--- src/rtl/lsu_pkg.sv ---
// Shared encodings for the load/store bus bridge: access sizes, FSM states and
// the default read-response timeout.
package lsu_pkg;

  typedef enum logic [1:0] {
    SZ_NONE = 2'b00,
    SZ_WORD = 2'b01,
    SZ_HALF = 2'b10,
    SZ_BYTE = 2'b11
  } size_e;

  typedef enum logic [1:0] {
    ST_IDLE,
    ST_REQ,
    ST_RSP,
    ST_DONE
  } state_e;

  localparam int unsigned TIMEOUT_DEFAULT = 255;

  function automatic logic [31:0] word_align(input logic [31:0] a);
    return {a[31:2], 2'b00};
  endfunction

endpackage

--- src/rtl/lsu_lane_align.sv ---
// Byte-lane steering for the LSU: store byte enables and lane-replicated write
// data, plus lane extraction and sign/zero extension of load data.
module lsu_lane_align
  import lsu_pkg::*;
(
  input  size_e       req_size,
  input  logic [1:0]  req_off,
  input  logic [31:0] store_data,
  output logic [3:0]  be,
  output logic [31:0] wdata,
  input  size_e       ld_size,
  input  logic [1:0]  ld_off,
  input  logic        ld_unsigned,
  input  logic [31:0] rdata,
  output logic [31:0] ld_result
);

  logic [7:0]  ld_byte;
  logic [15:0] ld_half;

  always_comb begin
    be    = 4'b1111;
    wdata = store_data;
    case (req_size)
      SZ_BYTE: begin
        be    = 4'b0001 << req_off;
        wdata = {4{store_data[7:0]}};
      end
      SZ_HALF: begin
        be    = req_off[1] ? 4'b1100 : 4'b0011;
        wdata = {2{store_data[15:0]}};
      end
      default: ;
    endcase
  end

  always_comb begin
    case (ld_off)
      2'd0:    ld_byte = rdata[7:0];
      2'd1:    ld_byte = rdata[15:8];
      2'd2:    ld_byte = rdata[23:16];
      default: ld_byte = rdata[31:24];
    endcase
    ld_half = ld_off[1] ? rdata[31:16] : rdata[15:0];

    ld_result = rdata;
    case (ld_size)
      SZ_BYTE: ld_result = {{24{ld_byte[7] & ~ld_unsigned}}, ld_byte};
      SZ_HALF: ld_result = {{16{ld_half[15] & ~ld_unsigned}}, ld_half};
      default: ;
    endcase
  end

endmodule

--- src/rtl/lsu_bus_bridge.sv ---
// Load/store unit: turns decoded size/direction controls into one handshaked
// data-bus transaction, stalling the core until it completes.
// Optional LSU_MISALIGN_TRAP_EN: misaligned half/word accesses fail without a bus request.
module lsu_bus_bridge
  import lsu_pkg::*;
#(
  parameter int unsigned TIMEOUT = TIMEOUT_DEFAULT
) (
  input  logic        clk,
  input  logic        reset,
  input  logic [1:0]  mem_write,
  input  logic [1:0]  mem_read,
  input  logic        load_unsigned,
  input  logic [31:0] addr,
  input  logic [31:0] store_data,
  output logic        stall,
  output logic [31:0] load_data,
  output logic        access_err,
  output logic        bus_valid,
  input  logic        bus_ready,
  output logic        bus_we,
  output logic [31:0] bus_addr,
  output logic [3:0]  bus_be,
  output logic [31:0] bus_wdata,
  input  logic        bus_rvalid,
  input  logic [31:0] bus_rdata
);

  localparam logic [7:0] TIMEOUT_CNT = 8'(TIMEOUT);

  state_e      state_q, state_d;
  size_e       size_q, size_d;
  logic        we_q, we_d;
  logic [1:0]  off_q, off_d;
  logic        uns_q, uns_d;
  logic [31:0] addr_q, addr_d;
  logic [3:0]  be_q, be_d;
  logic [31:0] wdata_q, wdata_d;
  logic [7:0]  cnt_q, cnt_d;
  logic [31:0] load_data_q, load_data_d;
  logic        err_q, err_d;

  logic        req_we;
  size_e       req_size;
  logic        req_pending;
  logic        misalign;
  logic [3:0]  lane_be;
  logic [31:0] lane_wdata;
  logic [31:0] ld_ext;
  logic [7:0]  cnt_inc;

  // Stores win when the decoder flags both directions.
  assign req_we      = (mem_write != SZ_NONE);
  assign req_size    = req_we ? size_e'(mem_write) : size_e'(mem_read);
  assign req_pending = (req_size != SZ_NONE);
  assign cnt_inc     = cnt_q + 8'd1;

`ifdef LSU_MISALIGN_TRAP_EN
  assign misalign = ((req_size == SZ_HALF) && addr[0]) ||
                    ((req_size == SZ_WORD) && (addr[1:0] != 2'b00));
`else
  assign misalign = 1'b0;
`endif

  lsu_lane_align u_lane_align (
    .req_size    (req_size),
    .req_off     (addr[1:0]),
    .store_data  (store_data),
    .be          (lane_be),
    .wdata       (lane_wdata),
    .ld_size     (size_q),
    .ld_off      (off_q),
    .ld_unsigned (uns_q),
    .rdata       (bus_rdata),
    .ld_result   (ld_ext)
  );

  always_comb begin
    // NOTE: every _d takes its hold value first, so no branch below can infer a latch.
    state_d     = state_q;
    size_d      = size_q;
    we_d        = we_q;
    off_d       = off_q;
    uns_d       = uns_q;
    addr_d      = addr_q;
    be_d        = be_q;
    wdata_d     = wdata_q;
    cnt_d       = cnt_q;
    load_data_d = load_data_q;
    err_d       = 1'b0;

    case (state_q)
      ST_IDLE: begin
        if (req_pending) begin
          size_d  = req_size;
          we_d    = req_we;
          off_d   = addr[1:0];
          uns_d   = load_unsigned;
          addr_d  = word_align(addr);
          be_d    = lane_be;
          wdata_d = lane_wdata;
          if (misalign) begin
            state_d     = ST_DONE;
            err_d       = 1'b1;
            load_data_d = '0;
          end else begin
            state_d = ST_REQ;
          end
        end
      end
      ST_REQ: begin
        if (bus_ready) begin
          state_d = we_q ? ST_DONE : ST_RSP;
          cnt_d   = '0;
        end
      end
      ST_RSP: begin
        // A response is only sampled here, never in the acceptance cycle.
        if (bus_rvalid) begin
          load_data_d = ld_ext;
          state_d     = ST_DONE;
        end else begin
          cnt_d = cnt_inc;
          if (cnt_inc == TIMEOUT_CNT) begin
            load_data_d = '0;
            err_d       = 1'b1;
            state_d     = ST_DONE;
          end
        end
      end
      default: state_d = ST_IDLE;
    endcase
  end

  // NOTE: state is updated with non-blocking assignments so every flop samples pre-edge values.
  always_ff @(posedge clk or posedge reset) begin
    if (reset) begin
      state_q     <= ST_IDLE;
      size_q      <= SZ_NONE;
      we_q        <= 1'b0;
      off_q       <= '0;
      uns_q       <= 1'b0;
      addr_q      <= '0;
      be_q        <= '0;
      wdata_q     <= '0;
      cnt_q       <= '0;
      load_data_q <= '0;
      err_q       <= 1'b0;
    end else begin
      state_q     <= state_d;
      size_q      <= size_d;
      we_q        <= we_d;
      off_q       <= off_d;
      uns_q       <= uns_d;
      addr_q      <= addr_d;
      be_q        <= be_d;
      wdata_q     <= wdata_d;
      cnt_q       <= cnt_d;
      load_data_q <= load_data_d;
      err_q       <= err_d;
    end
  end

  // The IDLE term is combinational so the core freezes in the cycle it presents the access.
  assign stall = ~reset & (((state_q == ST_IDLE) & req_pending) |
                           (state_q == ST_REQ) | (state_q == ST_RSP));

  assign bus_valid  = (state_q == ST_REQ);
  assign bus_we     = we_q;
  assign bus_addr   = addr_q;
  assign bus_be     = be_q;
  assign bus_wdata  = wdata_q;
  assign load_data  = load_data_q;
  assign access_err = err_q;

endmodule

--- config.mk ---
export PLATFORM = sky130hd
export DESIGN_NAME = lsu_bus_bridge
export DESIGN_NICKNAME = d
export VERILOG_FILES = /design/src/rtl/lsu_pkg.sv /design/src/rtl/lsu_lane_align.sv /design/src/rtl/lsu_bus_bridge.sv
export SDC_FILE = /design/constraint.sdc
export NUM_CORES = 1
export LEC_CHECK = 0
export ABC_CLOCK_PERIOD_IN_PS = 9900
export CORE_MARGIN = 4
export CORE_UTILIZATION = 50
export DETAILED_ROUTE_END_ITERATION = 6
export PLACE_DENSITY = 0.87
export REMOVE_ABC_BUFFERS = 1
export SLEW_MARGIN = 30
export SYNTH_ARGS = -nofsm -noshare
export SYNTH_HDL_FRONTEND = slang
export SYNTH_SLANG_ARGS = --single-unit
--- constraint.sdc ---
create_clock -name clk -period 9.9 [get_ports clk]
set_input_delay 0.99 -clock clk [delete_from_list [all_inputs] [get_ports clk]]
set_output_delay 0.99 -clock clk [all_outputs]
set_load 0.05 [all_outputs]
# Word level (Yosys, flattened, before mapping)
# Cells that the tools add are included.
# classes
addsub	1
n_eq_ne	13
shift	1
n_mux	21
n_bitwise	8
reduce_logical	10
# ops
op	count
$pmux 32 s2	2
$mux 32	2
$pmux 8 s3	1
$mux 16	1
$mux 8	2
$pmux 8 s2	1
$eq 2x2->1 const B	6
$mux 2	5
$add 8x1->8 const B	1
$eq 8x8->1 const B	1
$pmux 4 s2	1
$reduce_bool 2->1	4
$pmux 2 s3	1
$reduce_and 3->1	2
$and 1x1->1	4
$eq 2x1->1 const B	2
$logic_not 2->1	2
$mux 1	4
$mux 4	1
$ne 2x2->1 const B	2
$reduce_and 2->1	2
$shl 1x2->4 const A	1
$ne 3x3->1 const B	1
$ne 2x1->1 const B	1
2 further kinds	4
# totals
ff_bits	115
inputBits	105
out_inout_bits	104
wordCells	65

# Longest topological paths before layout
# logic_depth
depth_word	7
ltp_mapped	10

# Modules after synthesis
# Synthesis repeated with hierarchy kept, for this count alone.
# hier_totals
cells_unflattened	595
hier_area_um2	6292.3
# by_module_without_submodules
mod	n_inst	cells_per_inst	area_per_inst_um2	seq_area_each_um2
lsu_bus_bridge	1	431	5159.9	2877.8
lsu_lane_align	1	164	1132.3	0.0

# Worst setup path before layout
# Ideal clock, no wire load.
# synth_path
path_type	input to output
startpoint	in mem_write[0]
endpoint	out stall
t_arrival_ns	2.365
t_required_ns	8.910
slack_ns	6.545
cell_stages	5
n_path_buf	1
path_cell_list	inv_1 a21o_1 o21ai_1 buf_2 a21oi_1
# synth_via
elab_chain_cells	7
# synth_lines
item	line_no	rtl
start: declaration	lsu_bus_bridge.sv:11	input logic [1:0] mem_write,
$reduce_bool 2->1	lsu_bus_bridge.sv:53	assign req_we = (mem_write != SZ_NONE);
$mux 2 *	lsu_bus_bridge.sv:54	assign req_size = req_we ? size_e'(mem_write) : size_e'(mem_read);
$reduce_bool 2->1 *	lsu_bus_bridge.sv:55	assign req_pending = (req_size != SZ_NONE);
$and 1x1->1 *	lsu_bus_bridge.sv:165	assign stall = ~reset & (((state_q == ST_IDLE) & req_pending) |
$or 1x1->1 *	lsu_bus_bridge.sv:165	
$or 1x1->1 *	lsu_bus_bridge.sv:166	(state_q == ST_REQ) | (state_q == ST_RSP));
$and 1x1->1 *	lsu_bus_bridge.sv:165	
end: declaration	lsu_bus_bridge.sv:16	output logic stall,
# Mark *: on every way between the ends. The rest lies on a longest branch, timed or not.

# Worst setup path after layout
# Ends and elaborated chain as after synthesis.

==> metrics.txt <==
run status completed; clock slew seen by the registers of the worst setup and hold paths 0.05 ns; H-tree levels 4; met3 usage 0.113; setup TNS 0 ns; Static Leak 3.79 nW; hold buffers post-CTS 0; Syn-to-layout area delta 42.3%; boundary pin count 209; CP startpoint kind input port; Num CTS Buffers 17; total gr overflow 0; Post-synth EDFFs 0; Setup CP Type in2out; Clock Sinks 115; syn avg cell area 9.44 µm²; critical path's top delay family buffers and inverters; largest incremental delay on the critical path 0.82 ns; initial antenna violation count 0; Hold WC Path Type reg2reg; VDD IR-drop max 0.000233 V; CTS tree built; Synth Instances 654; worst-path fanout max 14; Slew HR 0.438; Power Density 374 nW/µm²; NumNets Final 949; die area 14200 µm²; total number of vias 5775; Root Buffer clkbuf_16; skew final 0.00446 ns; critical path cell sequence clkdlybuf4s50_1 -> inv_1 -> a21o_1 -> o21ai_4 -> a21oi_1 -> clkdlybuf4s50_1; row cnt 40; busiest grt layer met2; met1 Use GR 0.310; synth unique cells 47; drt wl/cell 18.6 µm; Post-synth ARST share 1.00; hpwl dp 13400 µm; share of layout cells above drive strength 1 0.0829; number of max-cap violations 0; Main synth FF type dfrtp_1; unrepaired setup endpoints after global routing no; largest net degree at the start of global routing 61; detailed-router iteration count before antenna repair 6; Worst-Skew Late Latency 0.41 ns; Worst path most repeated cell clkdlybuf4s50_1; register area share after synthesis 0.466; ANT cells 0; YS warnings 0; minimum clock period 4.16 ns; CP Capture Type output port; Peak Freq 0.241 GHz; post-synth design cell area 6170 µm²; Arrival @ worst endpoint 3.17 ns; Total Routed Length 18800 µm; worst slack, placed 5.76 ns; crit share post-route 0.420; Port Buffers 206; Residual DRC 0; Pins Over Slew Limit 0; Final setup viols 0; Buf+Inv Stages, Crit Path 3; All-Layer GR Usage 0.269; worst setup margin 5.74 ns; routing usage on met2 0.445; crit path max-delay cell type clkdlybuf4s50_1; Max Root-Sink Buffers 2; GPL Wtd Cong 0.837; Worst Reg-to-Reg Cells 7; final hold viol count 0; Die H 119 µm; core area 12100 µm²; drt initial violations 539; post-CTS sizing 0; Hold Crit Depth 2; Worst Max-Slew Pin Slew 0.843 ns; first-pass GRT wire length 30600 µm; CP required 8.91 ns; antenna-violating nets left 0; Die X 119 µm; setup bufs post-CTS 0; via/cell ratio 5.71; FF+latch count, synth 115; Starting Density 0.512; vias in the first global route 6103; cell count along the critical path 6
## kinds of logic (layout without fill, tap and decap cells)
group,after synthesis,in the layout,share of synthesized area
and+or+nand+nor,281,281,0.210
AOI/OAI and AO/OA,144,144,0.197
DFF,115,115,0.466
buffers and inverters,76,265,0.0604
muxes,29,29,0.0495
adders and majority gates,6,6,0.0122
xor gates and xnor gates,2,2,0.00405
other,1,2,0.000607
## metal layers
layer | share of wire | wire length, µm
met3 | 0.11 | 2010
met5 | 0 | 0
met2 | 0.48 | 9040
met1 | 0.39 | 7340
met4 | 0.024 | 458
## cells in the final DEF (no fill, tap or decap), types with 5 or more instances in the layout
cell,n
inv_1,26
o211ai_2,12
o21ai_0,22
o221ai_2,13
nand2_1,160
clkdlybuf4s50_1,206
nor3b_1,9
nand3_1,6
nor2_1,32
buf_4,5
ha_1,6
clkbuf_16,17
o211ai_1,23
nor2b_1,5
mux2i_1,26
o221ai_1,18
nand2b_1,50
a2bb2oi_1,8
o22a_1,10
dfrtp_1,114
a31oi_1,14
a21oi_1,11
## report_power, final
group	switching (W)	leakage (nW)	total (W)	internal [W]
clock	0.000193	0.240	0.000521	0.000328
sequential	0.000189	1.34	0.000875	0.000686
combinational	0.00125	2.21	0.00189	0.000642
## flip-flops by register name (all words and copies together), names as in the netlist
signal      count
load_data      32
bus_addr       30
state_q         2
bus_we          1
size_q          2
cnt_q           8
access_err      1
off_q           2
bus_wdata      32
bus_be          4
uns_q           1
## worst min-delay path: cells and delay by family (launching register included)
| kind | cells | cell delay [ns] |
|---|---|---|
| DFF | 1 | 0.34 |
| and+or+nand+nor | 2 | 0.11 |
## synthesized netlist by cell type, types with 3 or more instances
cell type,instances,area share
o211ai_1,23,0.028
mux2i_1,26,0.042
ha_1,6,0.012
nor3b_1,9,0.011
o221ai_2,13,0.032
nor2_1,32,0.019
o22a_1,10,0.014
nand3b_1,3,0.0036
o211ai_2,12,0.024
buf_2,16,0.013
nand2b_1,50,0.051
a21oi_1,12,0.0097
nor2b_1,5,0.0051
nand2_1,160,0.097
buf_4,4,0.0049
dfrtp_1,115,0.47
o221ai_1,18,0.026
a2bb2oi_1,8,0.011
o31ai_1,3,0.0036
inv_1,27,0.016
and2_1,4,0.0041
buf_6,7,0.013
a31oi_1,14,0.014
o21ai_0,22,0.018
nand3_1,6,0.0049
clkbuf_1,22,0.013
## through the flow
| step | instance area, µm² | instances | total power [W] | hold WS, ns | util |
|---|---|---|---|---|---|
| 2_1_floorplan | 5910 | 606 | 0.00210 | 0.441 | - |
| 3_3_place_gp | 8240 | 985 | 0.00270 | 0.458 | 0.683 |
| 3_5_place_dp | 8300 | 987 | 0.00276 | 0.466 | 0.688 |
| 4_1_cts | 8780 | 1012 | 0.00330 | 0.478 | 0.728 |
| 5_1_grt | 8780 | 1012 | 0.00346 | 0.500 | 0.728 |
| 6_report | 8780 | 1012 | 0.00328 | 0.474 | 0.728 |
## path summary, 6_finish.rpt
check                             start       endpoint  slack, ns
hold reg to reg            bus_addr[21]   bus_addr[21]       0.47
max in group asynchronous         reset      size_q[1]       7.50
setup reg to reg             state_q[1]  bus_wdata[19]       7.26
setup / recovery           mem_write[0]          stall       5.74
min in group asynchronous         reset  bus_wdata[21]       1.08
hold / removal             bus_addr[21]   bus_addr[21]       0.47
## cell type report
class,instances,area [µm²]
Timing Repair Buffer,213,2150
Fill cell,861,3280
Clock inverter,1,5.00
Sequential cell,115,2880
Inverter,27,104
Tap cell,168,210
Clock buffer,24,482
Multi-Input combinational cell,464,2950
No activity file was read; power rests on OpenSTA's default activity.
